--- src/rtl/spi_master_arbiter_pkg.sv ---
// Shared SPI master types: controller state encoding and the CPOL/CPHA mode pair.
package spi_master_arbiter_pkg;

  typedef enum logic [2:0] {
    ST_IDLE,
    ST_SETUP,
    ST_SHIFT,
    ST_HOLD,
    ST_GAP
  } spi_master_state_e;

  // Mode number is the {CPOL, CPHA} pair, matching the usual SPI mode 0..3 naming.
  typedef enum logic [1:0] {
    SPI_MODE0 = 2'b00,
    SPI_MODE1 = 2'b01,
    SPI_MODE2 = 2'b10,
    SPI_MODE3 = 2'b11
  } spi_mode_e;

  function automatic spi_mode_e spi_mode(input bit cpol, input bit cpha);
    return spi_mode_e'({cpol, cpha});
  endfunction

endpackage

--- src/rtl/spi_master_arbiter_rr_arbiter.sv ---
// Round-robin arbiter: onehot grant of the first request at or above the pointer,
// pointer advances past the winner whenever a grant is taken.
module spi_master_arbiter_rr_arbiter #(
  parameter int NumReq = 2,
  parameter int IdxW   = (NumReq > 1) ? $clog2(NumReq) : 1
) (
  input  logic              clk,
  input  logic              rst,
  input  logic [NumReq-1:0] req,
  input  logic              en,
  output logic [NumReq-1:0] grant,
  output logic [IdxW-1:0]   grant_idx
);

  logic [IdxW-1:0] ptr;
  logic [IdxW-1:0] cand;
  logic            found;

  // NOTE: every variable gets a default before the search loop so no path leaves
  // one unassigned; otherwise synthesis would infer a latch.
  always_comb begin
    grant     = '0;
    grant_idx = '0;
    found     = 1'b0;
    cand      = '0;
    for (int k = 0; k < NumReq; k++) begin
      cand = IdxW'((int'(ptr) + k) % NumReq);
      if (!found && req[cand]) begin
        found       = 1'b1;
        grant[cand] = 1'b1;
        grant_idx   = cand;
      end
    end
  end

  // NOTE: sequential state uses non-blocking assignments so every register samples
  // pre-edge values regardless of block ordering.
  always_ff @(posedge clk or posedge rst) begin
    if (rst) begin
      ptr <= '0;
    end else if (en && found) begin
      ptr <= (grant_idx == IdxW'(NumReq - 1)) ? '0 : grant_idx + 1'b1;
    end
  end

endmodule

--- src/rtl/spi_master_arbiter.sv ---
// SPI master shared by NumReq clients: round-robin grant, one negss per client,
// full-duplex MSB-first frames, received word returned with a done pulse.
module spi_master_arbiter
  import spi_master_arbiter_pkg::*;
#(
  parameter int NumReq        = 2,
  parameter int ShiftRegWidth = 8,
  parameter bit CPOL          = 1'b0,
  parameter bit CPHA          = 1'b0,
  parameter int ClkDiv        = 2
) (
  input  logic                            clk,
  input  logic                            rst,
  input  logic [NumReq-1:0]               req,
  input  logic [NumReq*ShiftRegWidth-1:0] req_data,
  output logic [NumReq-1:0]               ack,
  output logic [NumReq-1:0]               done,
  output logic [ShiftRegWidth-1:0]        rx_data,
  output logic                            busy,
  output logic                            sclk,
  output logic                            mosi,
  input  logic                            miso,
  output logic [NumReq-1:0]               negss
);

  localparam int W     = ShiftRegWidth;
  localparam int IdxW  = (NumReq > 1) ? $clog2(NumReq) : 1;
  localparam int DivW  = $clog2(ClkDiv);
  localparam int HalfW = $clog2(2 * ShiftRegWidth);

  localparam logic [DivW-1:0]  DivLast       = DivW'(ClkDiv - 1);
  localparam logic [HalfW-1:0] HalfLast      = HalfW'(2 * W - 1);
  localparam logic [HalfW-1:0] HalfLastTrail = HalfW'(2 * W - 2);

  localparam spi_mode_e Mode         = spi_mode(CPOL, CPHA);
  localparam bit        SampleOnLead = (Mode == SPI_MODE0) || (Mode == SPI_MODE2);

  if (ClkDiv < 2) begin : g_bad_clkdiv
    $error("spi_master_arbiter: ClkDiv must be at least 2");
  end
  if (NumReq < 1 || NumReq > 8) begin : g_bad_numreq
    $error("spi_master_arbiter: NumReq must be in 1..8");
  end
  if (ShiftRegWidth < 2) begin : g_bad_width
    $error("spi_master_arbiter: ShiftRegWidth must be at least 2");
  end

  spi_master_state_e state;
  logic [DivW-1:0]   cnt;
  logic [HalfW-1:0]  half;
  logic [W-1:0]      tx_sr;
  logic [W-1:0]      rx_sr;
  logic [NumReq-1:0] owner;

  logic [NumReq-1:0] grant;
  logic [IdxW-1:0]   grant_idx;
  logic [W-1:0]      sel_data;
  logic              arb_en;

  assign arb_en = (state == ST_IDLE);

  spi_master_arbiter_rr_arbiter #(
    .NumReq(NumReq),
    .IdxW  (IdxW)
  ) u_arb (
    .clk      (clk),
    .rst      (rst),
    .req      (req),
    .en       (arb_en),
    .grant    (grant),
    .grant_idx(grant_idx)
  );

  always_comb begin
    sel_data = req_data[0 +: W];
    for (int i = 0; i < NumReq; i++) begin
      if (grant_idx == IdxW'(i)) sel_data = req_data[i*W +: W];
    end
  end

  always_ff @(posedge clk or posedge rst) begin
    if (rst) begin
      state   <= ST_IDLE;
      cnt     <= '0;
      half    <= '0;
      sclk    <= CPOL;
      mosi    <= 1'b0;
      negss   <= '1;
      ack     <= '0;
      done    <= '0;
      busy    <= 1'b0;
      rx_data <= '0;
      tx_sr   <= '0;
      rx_sr   <= '0;
      owner   <= '0;
    end else begin
      ack  <= '0;
      done <= '0;
      case (state)
        ST_IDLE: begin
          cnt  <= '0;
          half <= '0;
          if (|req) begin
            ack   <= grant;
            owner <= grant;
            negss <= ~grant;
            tx_sr <= sel_data;
            rx_sr <= '0;
            busy  <= 1'b1;
            // With leading-edge sampling the slave must see the MSB before the first edge.
            mosi  <= SampleOnLead ? sel_data[W-1] : 1'b0;
            state <= ST_SETUP;
          end
        end

        ST_SETUP: begin
          if (cnt == DivLast) begin
            cnt   <= '0;
            half  <= '0;
            sclk  <= ~CPOL;
            state <= ST_SHIFT;
            if (SampleOnLead) begin
              rx_sr <= {rx_sr[W-2:0], miso};
            end else begin
              mosi  <= tx_sr[W-1];
              tx_sr <= tx_sr << 1;
            end
          end else begin
            cnt <= cnt + 1'b1;
          end
        end

        ST_SHIFT: begin
          if (cnt == DivLast) begin
            cnt <= '0;
            if (half == HalfLast) begin
              state <= ST_HOLD;
            end else begin
              half <= half + 1'b1;
              sclk <= ~sclk;
              if (half[0]) begin
                // Next half-period is even: leading edge.
                if (SampleOnLead) begin
                  rx_sr <= {rx_sr[W-2:0], miso};
                end else begin
                  mosi  <= tx_sr[W-1];
                  tx_sr <= tx_sr << 1;
                end
              end else begin
                // Next half-period is odd: trailing edge.
                if (SampleOnLead) begin
                  if (half != HalfLastTrail) begin
                    mosi  <= tx_sr[W-2];
                    tx_sr <= tx_sr << 1;
                  end
                end else begin
                  rx_sr <= {rx_sr[W-2:0], miso};
                end
              end
            end
          end else begin
            cnt <= cnt + 1'b1;
          end
        end

        ST_HOLD: begin
          if (cnt == DivLast) begin
            cnt     <= '0;
            done    <= owner;
            rx_data <= rx_sr;
            negss   <= '1;
            mosi    <= 1'b0;
            state   <= ST_GAP;
          end else begin
            cnt <= cnt + 1'b1;
          end
        end

        ST_GAP: begin
          if (cnt == DivLast) begin
            cnt   <= '0;
            busy  <= 1'b0;
            owner <= '0;
            state <= ST_IDLE;
          end else begin
            cnt <= cnt + 1'b1;
          end
        end

        default: state <= ST_IDLE;
      endcase
    end
  end

endmodule

--- config.mk ---
export PLATFORM = sky130hd
export DESIGN_NAME = spi_master_arbiter
export DESIGN_NICKNAME = d
export VERILOG_FILES = /design/src/rtl/spi_master_arbiter_pkg.sv /design/src/rtl/spi_master_arbiter_rr_arbiter.sv /design/src/rtl/spi_master_arbiter.sv
export SDC_FILE = /design/constraint.sdc
export NUM_CORES = 1
export LEC_CHECK = 0
export ABC_CLOCK_PERIOD_IN_PS = 2200
export CAP_MARGIN = 20
export CORE_UTILIZATION = 40
export CTS_CLUSTER_SIZE = 20
export DETAILED_ROUTE_END_ITERATION = 12
export GPL_TIMING_DRIVEN = 0
export MAX_ROUTING_LAYER = met4
export PLACE_DENSITY = 0.69
export SYNTH_ARGS = -nofsm -noshare
export SYNTH_HDL_FRONTEND = slang
export SYNTH_SLANG_ARGS = --single-unit
--- constraint.sdc ---
create_clock -name clk -period 2.2 [get_ports clk]
set_input_delay 0.55 -clock clk [delete_from_list [all_inputs] [get_ports clk]]
set_output_delay 0.55 -clock clk [all_outputs]
set_load 0.02 [all_outputs]
==> impl_summary.log <==
INFO  metric fin_skew = 0.01098 ns
INFO  metric outcome = finished with violations
INFO  metric total_setup_buffers_inserted_after_cts = 0
INFO  metric syn-mean-instance-area = 9.766 µm²
INFO  metric tritoncts.num_buffers = 5
INFO  metric crit_required = 2.39 ns
INFO  metric timing.final.hold_violations = 0
INFO  metric design.portCount = 38
INFO  metric synthArstFlopShare = 100.0%
INFO  metric arrival = 2.21 ns
INFO  metric cts_buffer_depth = 2
INFO  metric fmax = 496.3 MHz
INFO  metric critical-path-top-delay-family = buffers and inverters
INFO  metric total_power = 3.448 mW
INFO  metric cp_slowest_cell = sky130_fd_sc_hd__clkdlybuf4s50_1
INFO  metric root_driver = sky130_fd_sc_hd__clkbuf_8
INFO  metric critPathCaptureType = flop
INFO  metric power_frac_clock = 15.1%
INFO  metric numPortBuffers = 37
INFO  metric starting_utilization_of_the_core_area = 41.30%
INFO  metric hold_path_class = flop to flop
INFO  metric synth_nets = 239
INFO  metric instance_count_of_the_mapped_netlist = 216
INFO  metric place_area = 2567 µm²
INFO  metric route.antenna.remaining_nets = 0
INFO  metric p_sw_share = 40.53%
INFO  metric netlist_area = 2110 µm²
INFO  metric remaining_drc_errors = 1
INFO  metric clk_latency = 0.30 ns
INFO  metric number_of_synthesized_register_bits = 43
INFO  metric drt-wirelength-per-cell = 13.82 µm
INFO  metric number_of_enable_type_register_cells_in_the_synthesized_netlist = 0
INFO  metric fin_nets = 283
INFO  metric core_area = 5107 µm²
INFO  metric maxSlewViolCount = 0
INFO  metric power.ir.vdd_worst = 0.0005816 V
INFO  metric dr.pass1.iters = 8
INFO  metric cts.sinks = 43
INFO  metric dp.final_hpwl = 3186 µm
INFO  metric ys.warnings.count = 0
INFO  metric finalSetupViolations = 0
INFO  metric initialDrtViolationCount = 139
INFO  metric yosys.cell_count.top_type = sky130_fd_sc_hd__dfrtp_1
INFO  metric period_needed = 2.015 ns
INFO  metric violations = DRC
INFO  metric grt_remaining_overflow = 0
INFO  metric synth_top_area_share = 48.64%
INFO  metric grt_pass1_vias = 1650
INFO  metric insertedDiodeCount = 0
INFO  metric grt_antenna_before_repair = 0
INFO  metric floorplan.die_area = 5568 µm²
INFO  metric timing_worst_slew_pin_value = 0.9005 ns
INFO  metric path_buf_inv = 1
INFO  metric dr_total_vias = 1746
INFO  metric flow.area_growth_from_synthesis = 26.93%
INFO  metric cp_max_fo = 8
INFO  metric critical_path_cell_list = clkdlybuf4s50_1, nor2_2, nor4_4, a41oi_4, mux2_2
INFO  metric synth_commonest_cells = 41 x sky130_fd_sc_hd__dfrtp_1, 36 x sky130_fd_sc_hd__nand2_1, 17 x sky130_fd_sc_hd__nor2_1
INFO  metric power_density = 1288 nW/µm²
INFO  metric final_util = 52.43%
INFO  metric p_leak = 1.152 nW
INFO  metric synth.area.top_cells = sky130_fd_sc_hd__dfrtp_1 49%, sky130_fd_sc_hd__nand2_1 6.4%, sky130_fd_sc_hd__mux2_2 3.7%
INFO  metric comb_pwr_share = 49.1%
INFO  metric synthFlopType = sky130_fd_sc_hd__dfrtp_1
INFO  metric internal_power = 2.050 mW
INFO  metric power.share.sequential = 35.8%
INFO  metric ctsHoldBuffers = 0
INFO  metric die_width = 74.62 µm
INFO  metric ctsHtreeMaxLevel = 2
INFO  metric drt-vias-per-instance = 5.275
INFO  metric grt_max_degree = 44
INFO  metric cap_viol_max_count = 0
INFO  metric wl = 4575 µm
INFO  metric drive_above_1_share = 12.26%
INFO  metric power.switching = 1.397 mW
INFO  metric synth.yosys.seq_area_share = 51.13%
INFO  metric relative_slew_slack = 39.88%
INFO  metric crit_path_max_incr_delay = 0.51 ns
INFO  metric grt_use_total = 18.70%
INFO  metric crit_path_start_kind = input pin
INFO  metric unrepaired_setup_endpoints_after_global_routing = false
INFO  metric netlist-cell-type-count = 40
INFO  metric placementRows = 26
INFO  metric tritoncts = built
INFO  metric finalCritPeriodShare = 91.58%
INFO  metric die_height = 74.62 µm
INFO  metric synth_top_cell_by_area = sky130_fd_sc_hd__dfrtp_1
INFO  metric grt_first_pass_wirelength = 7755 µm
INFO  metric critPathKind = input pin to flop
INFO  metric post_layout_instance_area = 2678 µm²
INFO  metric globalplace.congestion = 0.8275
INFO  metric clk_pin_slew = 0.09 ns
routing by layer:
metal  wire [µm]  vias to the layer above  track usage, %  part of all wire, %
met3         136                        5           2.945                  3.0
met5           0                        -               -                    0
met2        2193                       37           29.23                   48
li1            -                      860               -                    -
met4          35                        0           3.774                 0.77
met1        2210                      844           25.88                   48
what timing repair did:
action / in CTS / in global routing
endpoints found under the setup margin: 0 / 11
resized for setup: 0 / 3
endpoints found under the hold margin: 0 / 0
power by group through the flow:
stage               combinational [mW]  sequential, mW  clock (mW)
CTS                               1.68            1.23       0.532
global placement                  1.65            1.23           0
detailed placement                1.68            1.25           0
floorplan                         1.10            1.32           0
finish                            1.69            1.23       0.522
global route                      1.90            1.27       0.556
through the flow:
stage	std cells	TNS [ns]	setup WS (ns)	hold slack, ns
6_report	331	0	0.1852	0.4782
5_1_grt	331	0	0.06230	0.5059
4_1_cts	331	0	0.07972	0.4857
3_5_place_dp	323	-2.078	-0.2123	0.4619
3_3_place_gp	323	-12.43	-0.2519	0.4622
2_1_floorplan	216	0	0.4917	0.4391
tightest hold or removal path, stage by stage, from the launching register on:
cell	delay (ns)
sky130_fd_sc_hd__dfrtp_1	0.35
sky130_fd_sc_hd__nand2_1	0.05
sky130_fd_sc_hd__nand2_1	0.05
path summary, 6_finish.rpt:
kind | from | to | slack (ns) | depth (start not counted)
worst max-delay path | req[1] | tx_sr[4] | 0.19 | 5
worst min-delay path | rx_data[6] | rx_data[6] | 0.48 | 2
worst max register to register | half[0] | tx_sr[4] | 0.24 | 5
worst min register to register | rx_data[6] | rx_data[6] | 0.48 | 2
max in group asynchronous | rst | rx_data[7] | 0.87 | 2
min in group asynchronous | rst | mosi | 0.77 | 2
cell families (layout without fill, tap and decap cells):
family / count (synthesis) / after routing / share of synthesized area (%)
simple gates: 85 / 85 / 19.40
fa+ha+maj: 2 / 2 / 1.186
buf+inv: 16 / 61 / 3.796
flops: 43 / 43 / 51.13
mux: 7 / 7 / 3.737
compound gates: 62 / 62 / 20.34
xor+xnor: 1 / 1 / 0.4153
final cells by class:
class,instances,area (µm²)
Fill cell,481,2430
Sequential cell,43,1079
Multi-Input combinational cell,157,968.4
Timing Repair Buffer,37,370.4
Tap cell,70,87.58
Clock buffer,5,68.82
Buffer,11,61.31
Clock inverter,3,23.77
Inverter,5,18.77
cell usage in the layout (no fill, tap or decap), types with 2 or more instances in the layout:
| cell type | count |
|---|---|
| sky130_fd_sc_hd__dfstp_2 | 2 |
| sky130_fd_sc_hd__clkinvlp_4 | 2 |
| sky130_fd_sc_hd__nor2b_1 | 3 |
| sky130_fd_sc_hd__nand3_1 | 7 |
| sky130_fd_sc_hd__and2_1 | 5 |
| sky130_fd_sc_hd__clkbuf_8 | 5 |
| sky130_fd_sc_hd__nor2_1 | 16 |
| sky130_fd_sc_hd__a211oi_1 | 2 |
| sky130_fd_sc_hd__nor3b_1 | 3 |
| sky130_fd_sc_hd__a21o_1 | 3 |
| sky130_fd_sc_hd__nand2_1 | 36 |
| sky130_fd_sc_hd__o21bai_1 | 2 |
| sky130_fd_sc_hd__buf_6 | 2 |
| sky130_fd_sc_hd__o31ai_1 | 4 |
| sky130_fd_sc_hd__clkbuf_1 | 5 |
| sky130_fd_sc_hd__nor3_1 | 5 |
| sky130_fd_sc_hd__dfrtp_1 | 41 |
| sky130_fd_sc_hd__a31oi_1 | 7 |
| sky130_fd_sc_hd__clkdlybuf4s50_1 | 37 |
| sky130_fd_sc_hd__nand2b_1 | 3 |
| sky130_fd_sc_hd__a21oi_1 | 11 |
| sky130_fd_sc_hd__buf_2 | 4 |
| sky130_fd_sc_hd__a22o_1 | 8 |
| sky130_fd_sc_hd__o21ai_0 | 15 |
| sky130_fd_sc_hd__ha_1 | 2 |
| sky130_fd_sc_hd__inv_1 | 4 |
| sky130_fd_sc_hd__o21ai_1 | 2 |
| sky130_fd_sc_hd__mux2_2 | 7 |
sequential cells by signal (all words and copies together) (netlist names):
signal / cells
u_arb.ptr: 1
rx_sr: 8
half: 4
negss: 2
rx_data: 8
sclk: 1
done: 2
mosi: 1
state: 3
ack: 2
busy: 1
owner: 2
tx_sr: 7
cnt: 1
Power figures use the tool's default switching activity.
